`src/rtl/exception_sequencer.sv`:
```
// exception_sequencer: multicycle exception entry sequencer feeding the exception-vector mux.
//   clk           in   system clock, rising edge
//   reset         in   synchronous active-low reset
//   excp_opcode   in   invalid opcode flag (1-cycle pulse)
//   excp_overflow in   ALU overflow flag (1-cycle pulse)
//   excp_div0     in   divide-by-zero flag (1-cycle pulse)
//   pc_in         in   current PC value
//   mem_data_in   in   memory read word, handler byte in [31:24]
//   excpt_ctrl    out  vector select: 00 opcode, 01 overflow, 10 div0
//   addr_sel_excp out  steer memory address to vector mux
//   epc_write     out  EPC write enable
//   epc_data      out  pc_in - EPC_OFFSET
//   pc_write      out  PC write enable
//   pc_data       out  zero-extended handler byte
//   busy          out  sequencing in progress
//   cause         out  code of last taken exception
module exception_sequencer #(
    parameter int          MEM_LATENCY = 1,
    parameter logic [31:0] EPC_OFFSET  = 32'd4
) (
    input  logic        clk,
    input  logic        reset,
    input  logic        excp_opcode,
    input  logic        excp_overflow,
    input  logic        excp_div0,
    input  logic [31:0] pc_in,
    input  logic [31:0] mem_data_in,
    output logic [1:0]  excpt_ctrl,
    output logic        addr_sel_excp,
    output logic        epc_write,
    output logic [31:0] epc_data,
    output logic        pc_write,
    output logic [31:0] pc_data,
    output logic        busy,
    output logic [1:0]  cause
);
    typedef enum logic [1:0] {S_IDLE, S_SAVE, S_WAIT, S_LOAD} state_t;
    state_t     state_q, state_d;
    logic [1:0] sel_q, sel_d;
    logic [1:0] cause_q, cause_d;
    logic [1:0] cnt_q, cnt_d;
    logic       any_flag;
    logic [1:0] win;
    logic       unused_mem;
    assign any_flag   = excp_opcode | excp_overflow | excp_div0;
    assign win        = excp_div0 ? 2'b10 : excp_overflow ? 2'b01 : 2'b00;
    assign unused_mem = ^mem_data_in[23:0];
    assign cause      = cause_q;
    always_ff @(posedge clk) begin
        if (!reset) begin
            state_q <= S_IDLE;
            sel_q   <= 2'b00;
            cause_q <= 2'b00;
            cnt_q   <= 2'b00;
        end else begin
            state_q <= state_d;
            sel_q   <= sel_d;
            cause_q <= cause_d;
            cnt_q   <= cnt_d;
        end
    end
    // Flags are only looked at in IDLE, so anything arriving while busy is dropped.
    always_comb begin
        state_d = state_q;
        sel_d   = sel_q;
        cause_d = cause_q;
        cnt_d   = cnt_q;
        case (state_q)
            S_IDLE: if (any_flag) begin
                state_d = S_SAVE;
                sel_d   = win;
                cause_d = win;
            end
            S_SAVE: begin
                state_d = S_WAIT;
                cnt_d   = 2'(MEM_LATENCY - 1);
            end
            S_WAIT: if (cnt_q == 2'd0) state_d = S_LOAD;
                    else cnt_d = cnt_q - 2'd1;
            default: state_d = S_IDLE;
        endcase
    end
    always_comb begin
        busy          = state_q != S_IDLE;
        addr_sel_excp = busy;
        excpt_ctrl    = busy ? sel_q : 2'b00;
        epc_write     = state_q == S_SAVE;
        epc_data      = epc_write ? pc_in - EPC_OFFSET : 32'd0;
        pc_write      = state_q == S_LOAD;
        pc_data       = pc_write ? {24'd0, mem_data_in[31:24]} : 32'd0;
    end
endmodule

```
`config.mk`:
```
export PLATFORM = sky130hd
export DESIGN_NAME = exception_sequencer
export DESIGN_NICKNAME = d
export VERILOG_FILES = /design/src/rtl/exception_sequencer.sv
export SDC_FILE = /design/constraint.sdc
export NUM_CORES = 1
export LEC_CHECK = 0
export ABC_CLOCK_PERIOD_IN_PS = 6700
export BUFFER_PORTS_ARGS = -buffer_cell sky130_fd_sc_hd__buf_2
export CORE_MARGIN = 2
export CORE_UTILIZATION = 30
export CTS_CLUSTER_DIAMETER = 150
export DETAILED_ROUTE_END_ITERATION = 12
export PLACE_DENSITY_LB_ADDON = 0.15
export SKIP_LAST_GASP = 1
export SYNTH_ARGS = -nofsm -noshare
export SYNTH_HDL_FRONTEND = slang
export SYNTH_SLANG_ARGS = --single-unit
```
`constraint.sdc`:
```
create_clock -name clk -period 6.7 [get_ports clk]
set_input_delay 2.01 -clock clk [delete_from_list [all_inputs] [get_ports clk]]
set_output_delay 2.01 -clock clk [all_outputs]
set_load 0.02 [all_outputs]
```
### Word-level counts from Yosys, hierarchy flattened

Index checks and enable logic that the tools add are counted.

| word-level totals | value |
|---|---|
| register bits | 6 |
| bits of input ports | 69 |
| output and inout port bits | 72 |
| logic and storage cells | 30 |

| operators by class | value |
|---|---|
| $add $sub $neg | 2 |
| equality and inequality tests | 6 |
| multiplexer cells | 10 |
| bitwise gates (word level) | 2 |
| reductions and logical operators | 7 |

Operator list:

| kind | number |
|---|---|
| 32-bit two-way mux | 1 |
| 32-bit by 3-bit subtractor with 32-bit output, second input constant | 1 |
| 2-bit two-way mux | 5 |
| 8-bit two-way mux | 1 |
| 2-bit inequality test, second input constant | 3 |
| 2-bit case mux with 3 select lines | 1 |
| 2-bit AND reduction | 3 |
| 2-bit equality test, second input constant | 2 |
| 2-bit logical NOT | 2 |
| 2-bit case mux with 2 select lines | 1 |
| 2-bit nonzero test | 2 |
| 2-bit by 1-bit equality test with 1-bit output, second input constant | 1 |
| 1-bit bitwise OR | 2 |
| 2-bit by 1-bit subtractor with 2-bit output, second input constant | 1 |
| 1-bit two-way mux | 1 |

### Logic depth before layout (Yosys ltp)

Gate-level depths: netlist (run 1).

| depth | value |
|---|---|
| depth in word-level cells | 4 |
| gate-level depth with buffers | 7 |
| mapped depth without buffers | 6 |

### Worst setup path before layout (run 1)

OpenSTA, ideal clock, no wires.

| timing | value |
|---|---|
| path kind | input to output |
| start | input port pc_in[16] |
| end | output port epc_data[28] |
| arrival time | 3998 ps |
| data required time | 4690 ps |
| path slack | 692 ps |
| stages | 7 |
| path through | or4_1 buf_2 or3_1 clkbuf_2 buf_2 nor4_1 mux2i_1 |

| between the ends | value |
|---|---|
| longest elaborated chain between the ends | 2 |

RTL lines:

| element | line | source |
|---|---|---|
| start: declaration | 26 | `input logic [31:0] pc_in,` |
| 32-bit by 3-bit subtractor with 32-bit output | 88 | `epc_data = epc_write ? pc_in - EPC_OFFSET : 32'd0;` |
| 32-bit two-way mux | 88 |  |
| end: declaration | 31 | `output logic [31:0] epc_data,` |

No other way between the ends.

### Worst setup path in the final report (run 1)

| timing | value |
|---|---|
| start | input port pc_in[16] |
| end | output port epc_data[29] |

The elaborated chain is that of the path after synthesis.

==> flow_results.org, run 1 <==
** Worst setup path
- In this run the worst path has a maximum fanout of 17.
- The worst setup path is captured at an output pin.
- Path type of the worst setup path :: input port to output pin
- STA puts the critical path data arrival time at 4280 ps.
- Critical path launch point type :: input port
- Data required, critical path :: 4690 ps

** Power and ir drop
- For this design the ratio of total power to cell area is 233 nW/µm².
- Static Leak :: 0.000885 µW
- VDD IR max :: 173 µV

** Die
- In this run the vertical extent of the chip is 71.0 µm.
- Num ports :: 141
- Total Die Area :: 5040 µm²
- After floorplanning, the core was sized to cover 4320 µm².
- The die is 71.0 µm wide.
- Once the floorplan was initialized, standard cells occupied 31.1% of the core.
- The floorplan has 24 rows.

** Finish
- Synthesis-to-layout area growth :: 33.8%
- Cells with a size suffix above 1 make up 35.7% of the layout.
- Layout Nets :: 360
- Leaving out fill and tap cells, the most frequent cell in the layout is sky130_fd_sc_hd__buf_2.
- 0 antenna diodes ended up in the layout.
- In the layout the commonest cells are sky130_fd_sc_hd__buf_2 (92), sky130_fd_sc_hd__conb_1 (24), sky130_fd_sc_hd__nor2_1 (16).
- Final Instance Count excl. Fillers :: 335
- Fin area :: 1800 µm²

** GRT
- The initial antenna violation count came to 0.
- Summed over all layers, the global routing overflow is 0.
- Largest net degree at the start of global routing :: 25
- Wire length of the first global-routing pass :: 5870 µm
- The via count of the first global-routing pass is 1354.
- Global routing consumed, over all layers together, 13.6% of the routing resources.

** Drt
- In this run the remaining antenna-violating nets after routing total 0.
- Total number of vias :: 1585
- The first TritonRoute pass finished after 4 iterations.
- Initial DRC count :: 92
- After detailed routing, the average wire length per cell comes to 10.7 µm.
- DRC violation count after routing :: 0
- Wire length reported by the detailed router :: 3600 µm
- Using the TritonRoute via totals, the vias-per-cell ratio works out to 4.73.

** Yosys
- Avg Synthesized Cell Area :: 6.90 µm²
- Portion of netlist area occupied by mux cells :: 5.21%
- Fraction of the mapped netlist area in adder cells :: 5.58%
- Cell types with the largest area share after synthesis :: sky130_fd_sc_hd__buf_4 (14%), sky130_fd_sc_hd__dfxtp_1 (8.9%), sky130_fd_sc_hd__a21oi_1 (5.6%)
- Number of synthesized flops with an enable pin :: 0
- sky130_fd_sc_hd__buf_4 takes more of the synthesized area than any other cell.
- Post-synth ARST share :: 0%
- In the synthesized netlist, the number of instances is 195.
- The synthesized netlist contains 35 unique library cells.
- The Yosys step of the flow raised 0 warnings.
- Summing the areas of all compound-gate instances in the mapped netlist gives 16.3% of the synthesized area.
- Portion of the post-synthesis area used by sequential elements :: 8.93%
- Of the post-synthesis cell area, the dominant cell type holds 14.0%.
- Of the total synthesized cell area, the portion taken by XOR and XNOR cells is 6.51%.
- Netlist area before placement :: 1350 µm²
- The most used flip-flop cell after synthesis is sky130_fd_sc_hd__dfxtp_1.
- Synth Area in Simple Gates :: 38.0%
- Largest family of logic cells by synthesized area :: simple AND/OR/NAND/NOR gates
- Post-synthesis register bit count :: 6

** Timing
- Final setup vio count :: 0
- Setup Skew :: 2.18 ps
- Worst relative slew slack :: 52.5%
- For the pin with the worst max-slew slack, the measured transition is 711 ps.
- Setup repair after global routing left no endpoint under its margin.
- Based on the critical path, the design can be clocked at up to 0.159 GHz.
- The worst path uses 93.9% of the clock period.
- The smallest clock period supported by the final layout is computed as 6290 ps.
- Fin Setup TNS :: 0 ps
- The final hold violation count was 0.
- The max-slew violation total from the final report is 0.

** Job
- The tool flagged a number of max-cap violations equal to 0.

** Clock network
- No sink is reached through more buffers than the 2 on the longest clock path.
- Number of gates resized after cts :: 0
- Clk sinks :: 6
- Clock-pin slew was measured on the worst setup and hold paths at 30 ps.
- Clock tree synthesis selected as its root buffer the cell sky130_fd_sc_hd__clkbuf_8.
- CTS H-Tree Depth :: 1
- For the worst-skew pair, the clock arrives at the later sink with an insertion delay of 220 ps.
- Once the clock tree was built, the setup fixing pass inserted 0 buffers.
- Number of buffers added by the clock tree synthesis step :: 3
- Buffers inserted to repair hold after CTS numbered 0.
- CTS tree :: built

** Run status
- The run finished with clean final reports.

** Placed design
- Cell total after placement :: 332
- Final HPWL from detailed placement :: 2960 µm
- Placement-stage cell area :: 1760 µm²
- Count of input and output buffers :: 92
- Final weighted congestion in routability-driven placement :: 0.736

** Worst hold path
- The tightest min-delay check is of the register to register type.
==> where the power goes <==
| part | leakage [µW] | switching, µW | total [µW] | internal, µW |
|---|---|---|---|---|
| clock | 0.0000216 | 14.8 | 53.3 | 38.5 |
| sequential | 0.0000492 | 7.05 | 50.8 | 43.8 |
| combinational | 0.000815 | 211 | 315 | 104 |
==> path summary, 6_finish.rpt <==
check,startpoint,end,slack (ps),cells after the start
worst min register to register,cnt_q[1]$_SDFFE_PN0P_,cnt_q[1]$_SDFFE_PN0P_,510,2
worst max register to register,state_q[0]$_SDFFE_PN0P_,state_q[0]$_SDFFE_PN0P_,5180,6
worst min-delay path,cnt_q[1]$_SDFFE_PN0P_,cnt_q[1]$_SDFFE_PN0P_,510,2
worst max-delay path,pc_in[16],epc_data[29],410,6
==> registers in the layout (all words and copies together), names as in the netlist <==
signal,cells
cnt_q,2
cause,2
state_q,2
==> critical path, stage by stage <==
cell,delay (ps)
sky130_fd_sc_hd__buf_2,120
sky130_fd_sc_hd__or4_1,640
sky130_fd_sc_hd__or3_1,560
sky130_fd_sc_hd__or4_1,580
sky130_fd_sc_hd__a21oi_1,170
sky130_fd_sc_hd__buf_2,200
==> layout make-up <==
cell class	count	area [µm²]
timing repair buffer	95	483
tap	52	65.1
inverter	10	37.5
clock buffer	3	41.3
multi-input combinational	169	1050
sequential	6	120
fill	479	2520
==> kinds of logic (layout without fill, tap and decap cells) <==
logic type,after synthesis,in the layout
mux,7,7
fa+ha+maj,6,6
compound gates,36,36
xor+xnor,10,10
simple gates,86,86
other cells,1,24
flops,6,6
buf+inv,43,108
==> routing by layer <==
metal / vias up / part of all wire (%) / global-route usage [%]
li1: 818 / - / -
met1: 703 / 42 / 16.5
met5: - / 0 / 0
met2: 62 / 50 / 25.6
met4: 0 / 0.28 / 2.52
met3: 2 / 7.1 / 1.99
==> per-stage QoR <==
stage               total power [µW]  util (%)  hold slack, ps  setup slack (ps)
floorplan                        283         -             488               692
global placement                 371      40.7             509               409
detailed placement               372      40.7             513               416
CTS                              427      41.6             526               412
global route                     456      41.6             583               308
finish                           419      41.6             513               408
==> cell usage after synthesis (all sizes together) (2+ instances only) <==
master,instances
mux2i,7
nand3,2
nor2,16
buf,28
nand2b,6
dfxtp,6
a21oi,15
a22oi,3
nor2b,9
ha,6
and2,10
nand2,7
or3,7
nand3b,3
xor2,8
o21ai,7
nand4b,3
nor4,8
clkbuf,5
xnor2,2
inv,10
o31ai,8
nor3,2
or4,10
Note: power is estimated with default switching activity, not from simulation.
==> inputs of run 2 (changes only) <==
Settings changed: CELL_PAD_IN_SITES_DETAIL_PLACEMENT set to 1, CELL_PAD_IN_SITES_GLOBAL_PLACEMENT set to 2, CORE_ASPECT_RATIO set to 0.6, CORE_UTILIZATION 30 to 17, HOLD_SLACK_MARGIN set to 0.08.
==> run 2 against run 1 <==
Compared with the run above:
- critical path depth did not move
- global-route usage fell by 3.0 points
- hold slack improved by 26 ps
- worst setup slack got worse by 25 ps
- non-clock buffer count fell by 1
- critical path type unchanged
==> flow_results.org, run 2 (synthesis gave the netlist of run 1 again) <==
** Run status
- Status :: complete, no violations

** Drt
- Total number of vias :: 1616 (+2.0%)
- Final antenna-violating net count :: 0 (unchanged)
- The DRC violations left was 0 (unchanged).
- The detail-routed net length per standard cell came to 12.3 µm (+15%).
- The total iterations of the first detailed-routing run is 4 (unchanged).
- Initial DRC count :: 32 (-65%)
- The total wirelength of the detailed-routed design is 4800 µm (+33%).
- The number of vias per cell after detailed routing is 4.14 (-12%).

** Clock network
- TritonCTS built the clock tree.
- The number of gates resized after CTS is 0 (unchanged).
- The total clock buffers created by CTS came to 3 (unchanged).
- The clock latency on the worst-skew pair was 220 ps (about the same).
- The tree is rooted in a sky130_fd_sc_hd__clkbuf_16.
- Post CTS Setup Buffer Count :: 0 (unchanged)
- The register clock-pin slew on the reported worst setup and hold paths was 30 ps (about the same).
- Buffer levels on the longest clock path :: 2 (unchanged)
- CTS H-Tree Depth :: 1 (unchanged)
- Count of hold-fix buffers inserted at cts :: 0 (unchanged)
- Clk sinks :: 6 (unchanged)

** Worst setup path
- Setup slack of the worst register-to-register path :: 5110 ps (-70 ps)
- STA classifies the critical path endpoint as an output pin.
- The arrival time of data at the critical path endpoint is 4310 ps (+30 ps).
- Reg-to-reg critical path endpoint :: state_q[1]$_SDFFE_PN0P_
- Path type of the worst setup path :: input port to output pin
- Cell depth of the worst flop-to-flop path :: 6 (unchanged)
- Critical path origin :: pc_in[16]
- Maximum fanout encountered on the critical timing path :: 17 (unchanged)
- The critical path ends at epc_data[27].
- Data required, critical path :: 4690 ps (about the same)
- In this run the critical register-to-register path is launched from state_q[0]$_SDFFE_PN0P_.
- STA classifies the critical path startpoint as an input port.

** Power and ir drop
- The maximum VDD drop came to 128 µV (-26%).
- The leakage power is 0.000895 µW (+1.1%).
- The power density normalized to cell area was 250 nW/µm² (+7.5%).

** Placed design
- Final weighted congestion in routability-driven placement :: 0.687 (-6.6%)
- Count of input and output buffers :: 92 (unchanged)
- Final HPWL from detailed placement :: 4010 µm (+36%)
- Cell total after placement :: 387 (+17%)

** Die
- Num ports :: 141 (unchanged)
- The number of rows in the core area came to 25 (+4.2%).
- Die X-Extent :: 119 µm (+67%)
- The overall die height was 72.9 µm (+2.7%).
- The effective utilization at floorplan was 17.3% (-14 points).
- The area enclosed by the die boundary is 8660 µm² (+72%).
- The core area is 7760 µm² (+79%).

** Timing
- The worst-case headroom to the max-slew limit was 45.2% (-7.3 points).
- The pin slew with the least headroom to its limit is 821 ps (+110 ps).
- Final Cycle Share :: 94.3% (+0.37 points)
- The achievable frequency came to 0.158 GHz (-0.39%).
- Fin Setup TNS :: 0 ps (unchanged)
- Final critical-path required period :: 6320 ps (+24.5 ps)
- Setup Skew :: 1.86 ps (-0.318 ps)
- RSZ-0062 raised after global routing :: false
- Total count of hold-check failures in the final report :: 0 (unchanged)
- Final max-slew violation count :: 0 (unchanged)
- The final number of setup-violating endpoints was 0 (unchanged).

** Finish
- Fraction of final layout cells sized beyond drive strength 1 :: 35.5% (-0.23 points)
- Final Instance Count excl. Fillers :: 390 (+16%)
- The final core utilization came to 24.4% (-17 points).
- The sequential cell area came to 120 µm² (unchanged).
- The number of diodes added for antenna fixing was 0 (unchanged).
- The area taken by multi-input logic gates came to 1050 µm² (unchanged).
- Filler Cell Count :: 1010 (+110%)
- Leaving out fill and tap cells, the most frequent cell in the layout is sky130_fd_sc_hd__buf_2.
- In the layout the commonest cells are sky130_fd_sc_hd__buf_2 (92), sky130_fd_sc_hd__conb_1 (24), sky130_fd_sc_hd__nor2_1 (16).
- Synthesis-to-layout area growth :: 40.9%
- Layout Nets :: 359 (-0.28%)

** GRT
- The initial antenna violation count is 0 (unchanged).
- Overflow left after global routing :: 0 (unchanged)
- Total GRT Usage :: 10.6% (-3.0 points)
- Largest net degree at the start of global routing :: 25 (unchanged)
- The via count of the first global-routing pass was 1512 (+12%).
- The global-route wire length before repair was 7530 µm (+28%).

** Job
- The number of max-capacitance violations reported came to 0 (unchanged).

** Worst hold path
- Worst hold path class :: register to register
-- run 2: metrics by stage --
stage                     cell area (µm²)  setup slack [ps]  hold WS, ps  power, µW
final                                1900               384          539        475
after floorplan                      1430               692          488        283
after CTS                            1900               369          541        485
after global placement               1820               383          545        389
after global routing                 1900               211          564        517
after detailed placement             1820               370          533        387
-- run 2: worst min path at each step --
stage,from,end,slack [ps],cells after the start
3_5_place_dp,cnt_q[1]$_SDFFE_PN0P_,cnt_q[1]$_SDFFE_PN0P_,530,2
3_3_place_gp,cnt_q[0]$_SDFFE_PN0P_,cnt_q[0]$_SDFFE_PN0P_,550,2
6_report,cnt_q[1]$_SDFFE_PN0P_,cnt_q[1]$_SDFFE_PN0P_,540,2
5_1_grt,cnt_q[1]$_SDFFE_PN0P_,cnt_q[1]$_SDFFE_PN0P_,560,2
4_1_cts,cnt_q[1]$_SDFFE_PN0P_,cnt_q[1]$_SDFFE_PN0P_,540,2
2_1_floorplan,cnt_q[1]$_SDFFE_PN0P_,cnt_q[1]$_SDFFE_PN0P_,490,2
-- run 2: metal layers --
metal	share of wire (%)	GRT usage [%]	vias up	routed length, µm
met5	0	0	-	0
met4	0	1.98	0	0
met3	4.8	2.19	0	232
met2	41	15.7	45	1960
met1	54	15.9	756	2610
li1	-	-	815	-
-- run 2: cell type report --
type	instances	area share [%]
clock buffers	3	3.96
inverters	10	1.98
multi-input cells	169	55.5
flip-flops and latches	6	6.34
well taps	108	7.13
repair buffers	94	25.1
-- run 2: worst max-delay path, cell delays in order --
cell and delay [ps]:
sky130_fd_sc_hd__buf_2 120, sky130_fd_sc_hd__or4_1 640, sky130_fd_sc_hd__or3_1 590, sky130_fd_sc_hd__or4_1 590, sky130_fd_sc_hd__a21oi_1 150, sky130_fd_sc_hd__buf_2 200
-- run 2: power breakdown --
part | internal [µW] | total (µW) | switching (µW) | leakage, µW
Sequential | 43.8 | 51.7 | 7.93 | 0.0000492
Combinational | 104 | 329 | 224 | 0.000809
Clock | 76.3 | 93.9 | 17.6 | 0.0000370
==> inputs of run 3 (changes only) <==
Settings changed: ABC_CLOCK_PERIOD_IN_PS 6700 to 7700.
Clock period 6.7 ns to 7.7 ns, I/O delays scaled along.
==> run 3 against run 2 <==
Compared with the run above:
- worst setup slack better by 380 ps
- count of clock-buffer cells in the layout unchanged
- combinational power down 13%
- die area unchanged
- global-route usage down 0.15 points
- hold slack better by 4.2 ps
- sequential share of layout area unchanged
- wire length up 2.7%
- via count up 0.37%
- sequential power down 11%
- largest cell class unchanged
- highest routed layer is now met4
==> flow_results.org, run 3 (synthesis gave the netlist of run 1 again) <==
** Run status
- The flow ran to the end, and the final reports show no timing, DRC or antenna violations.

** Finish
- Final Instance Count excl. Fillers :: 390 (unchanged)
- In the layout the commonest cells are sky130_fd_sc_hd__buf_2 (92), sky130_fd_sc_hd__conb_1 (24), sky130_fd_sc_hd__nor2_1 (16).
- Layout Nets :: 359 (unchanged)
- The relative area change from synthesis to final layout was 40.9% (unchanged).
- The number of diodes added for antenna fixing is 0 (unchanged).
- Leading cell type in the layout, fill and taps excluded :: sky130_fd_sc_hd__buf_2
- The layout cell share with drive strength beyond 1 is 35.5% (unchanged).

** Placed design
- Worst Setup Slack post-DPL :: 754 ps (+384 ps)
- The post-placement cell count came to 387 (unchanged).
- Count of input and output buffers :: 92 (unchanged)
- The weighted congestion at the end of routability-driven global placement came to 0.689 (+0.29%).
- The half-perimeter wire length after detailed placement came to 4100 µm (+2.2%).

** Drt
- WL per Instance :: 12.6 µm (+2.7%)
- The number of vias per cell after detailed routing is 4.16 (+0.37%).
- Total number of vias :: 1622 (+0.37%)
- The count of routing violations after the opening detailed-route iteration was 38 (+19%).
- First-pass detailed-route iteration total :: 4 (unchanged)
- Final antenna-violating net count :: 0 (unchanged)
- DRC violation count after routing :: 0 (unchanged)
- Wire length reported by the detailed router :: 4930 µm (+2.7%)

** Power and ir drop
- Switching share of total power :: 52.8% (+0.088 points)
- The proportion of power drawn by combinational gates came to 68.8% (-0.5 points).
- Static Leak :: 0.000895 µW (unchanged)
- The switching power total is 218 µW (-13%).
- The part of the power in registers was 11.1% (+0.2 points).
- The maximum VDD drop was 142 µV (+11%).
- The internal power summed over all cells is 196 µW (-13%).
- The power density normalized to cell area is 218 nW/µm² (-13%).
- The part of the total power dissipated in the clock network is 20.1% (+0.3 points).

** Timing
- The final hold violation count is 0 (unchanged).
- RSZ-0062 raised after global routing :: false
- The worst path uses 90.0% of the clock period.
- Fmax :: 0.144 GHz
- Final max-slew violation count :: 0 (unchanged)
- The smallest clock period supported by the final layout is computed as 6930 ps.
- The worst-case headroom to the max-slew limit is 47.8% (+2.6 points).
- Slack of the critical path :: 767 ps (+383 ps)
- The total negative slack is 0 ps (unchanged).
- Setup Skew :: 2.12 ps (+0.256 ps)
- The final number of setup-violating endpoints was 0 (unchanged).
- The pin slew with the least headroom to its limit was 782 ps (-38.9 ps).

** Clock network
- Post CTS Setup Buffer Count :: 0 (unchanged)
- The total number of H-tree levels is 1 (unchanged).
- Clk sinks :: 6 (unchanged)
- Source-to-sink clock delay at the later pin of the worst-skew pair :: 230 ps (about the same)
- The number of gates resized after CTS was 0 (unchanged).
- The total clock buffers created by CTS is 3 (unchanged).
- The maximum clock path buffer count is 2 (unchanged).
- Root buffer cell :: sky130_fd_sc_hd__clkbuf_16
- Count of hold-fix buffers inserted at cts :: 0 (unchanged)
- TritonCTS built the clock tree.
- CTS clock-pin slew for the worst setup and hold paths :: 30 ps (about the same)

** Die
- The die width is 119 µm (unchanged).
- Die height :: 72.9 µm (unchanged)
- Num ports :: 141 (unchanged)
- Placeable Area :: 7760 µm² (unchanged)
- The area enclosed by the die boundary came to 8660 µm² (unchanged).
- The effective utilization at floorplan was 17.3% (unchanged).
- The number of rows in the core area came to 25 (unchanged).

** Worst setup path
- Critical path launch point type :: input port
- Cell depth of the worst flop-to-flop path :: 6 (unchanged)
- The required time of the worst setup path came to 5390 ps (+700 ps).
- R2R Path Start :: state_q[0]$_SDFFE_PN0P_
- Setup slack of the worst register-to-register path :: 6120 ps (+1010 ps)
- CP endpoint :: epc_data[27]
- The critical path is of the input port to output pin type.
- Reg-to-reg critical path endpoint :: state_q[0]$_SDFFE_PN0P_
- In this run the worst setup path begins at pc_in[14].
- Type of destination of the critical path :: output pin
- The arrival time of data at the critical path endpoint is 4620 ps (+310 ps).
- The largest fanout of any net on the critical path is 17 (unchanged).

** Worst hold path
- Number of cells traversed by the worst hold path :: 2 (unchanged)
- The tightest min-delay check is of the register to register type.

** GRT
- Fraction of met1 tracks used by global routing :: 15.6% (-0.27 points)
- met2 is the most crowded layer.
- Number of global-route vias before repair :: 1502 (-0.66%)
- Largest net degree at the start of global routing :: 25 (unchanged)
- Overflow left after global routing :: 0 (unchanged)
- Met2 routing resource usage after global routing :: 16.0% (+0.26 points)
- Total GRT Usage :: 10.5% (-0.15 points)
- The initial antenna violation count is 0 (unchanged).
- GRT met3 Usage :: 1.88% (-0.31 points)
- Wire length of the first global-routing pass :: 7440 µm (-1.2%)

** Job
- Number of max-cap violations :: 0 (unchanged)
==> run 3: cell counts in the layout (fill, tap and decap cells not counted) <==
No cell type changed its count.
==> run 3: worst min path at each step <==
stage	end	slack (ps)	startpoint
5_1_grt	cnt_q[0]$_SDFFE_PN0P_	590	cnt_q[0]$_SDFFE_PN0P_
3_3_place_gp	cnt_q[0]$_SDFFE_PN0P_	550	cnt_q[0]$_SDFFE_PN0P_
4_1_cts	cnt_q[1]$_SDFFE_PN0P_	550	cnt_q[1]$_SDFFE_PN0P_
3_5_place_dp	cnt_q[1]$_SDFFE_PN0P_	540	cnt_q[1]$_SDFFE_PN0P_
6_report	cnt_q[1]$_SDFFE_PN0P_	540	cnt_q[1]$_SDFFE_PN0P_
2_1_floorplan	cnt_q[1]$_SDFFE_PN0P_	490	cnt_q[1]$_SDFFE_PN0P_
==> run 3: stage by stage <==
step | power, µW | util (%) | hold WS, ps | cell area, µm²
floorplan | 246 | - | 488 | 1430
global placement | 339 | 23.5 | 546 | 1820
detailed placement | 338 | 23.5 | 539 | 1820
CTS | 425 | 24.4 | 551 | 1900
global route | 449 | 24.4 | 589 | 1900
finish | 414 | 24.4 | 543 | 1900
==> run 3: worst max-delay path, stage by stage <==
cell and delay, ps:
sky130_fd_sc_hd__buf_2 130, sky130_fd_sc_hd__or4_1 620, sky130_fd_sc_hd__or3_1 590, sky130_fd_sc_hd__or4_1 580, sky130_fd_sc_hd__a21oi_1 180, sky130_fd_sc_hd__buf_2 200
==> run 3: final cells by class <==
| class | count | area (µm²) |
|---|---|---|
| well taps | 108 | 135 |
| fillers | 1006 | 5860 |
| flip-flops and latches | 6 | 120 |
| repair buffers | 94 | 475 |
| clock buffers | 3 | 75.1 |
| multi-input cells | 169 | 1050 |
| inverters | 10 | 37.5 |
==> run 3: per-layer routing <==
layer	up-vias	wire, µm
li1	817	-
met1	754	2710
met2	48	1970
met3	3	226
met4	0	25
met5	-	0
==> run 3: power groups by stage <==
| stage | Sequential [µW] | Clock, µW | Combinational [µW] |
|---|---|---|---|
| floorplan | 46.0 | 0 | 200 |
| global placement | 46.0 | 0 | 293 |
| detailed placement | 46.0 | 0 | 292 |
| CTS | 45.6 | 85.3 | 294 |
| global route | 46.4 | 88.2 | 314 |
| finish | 45.9 | 83.2 | 285 |
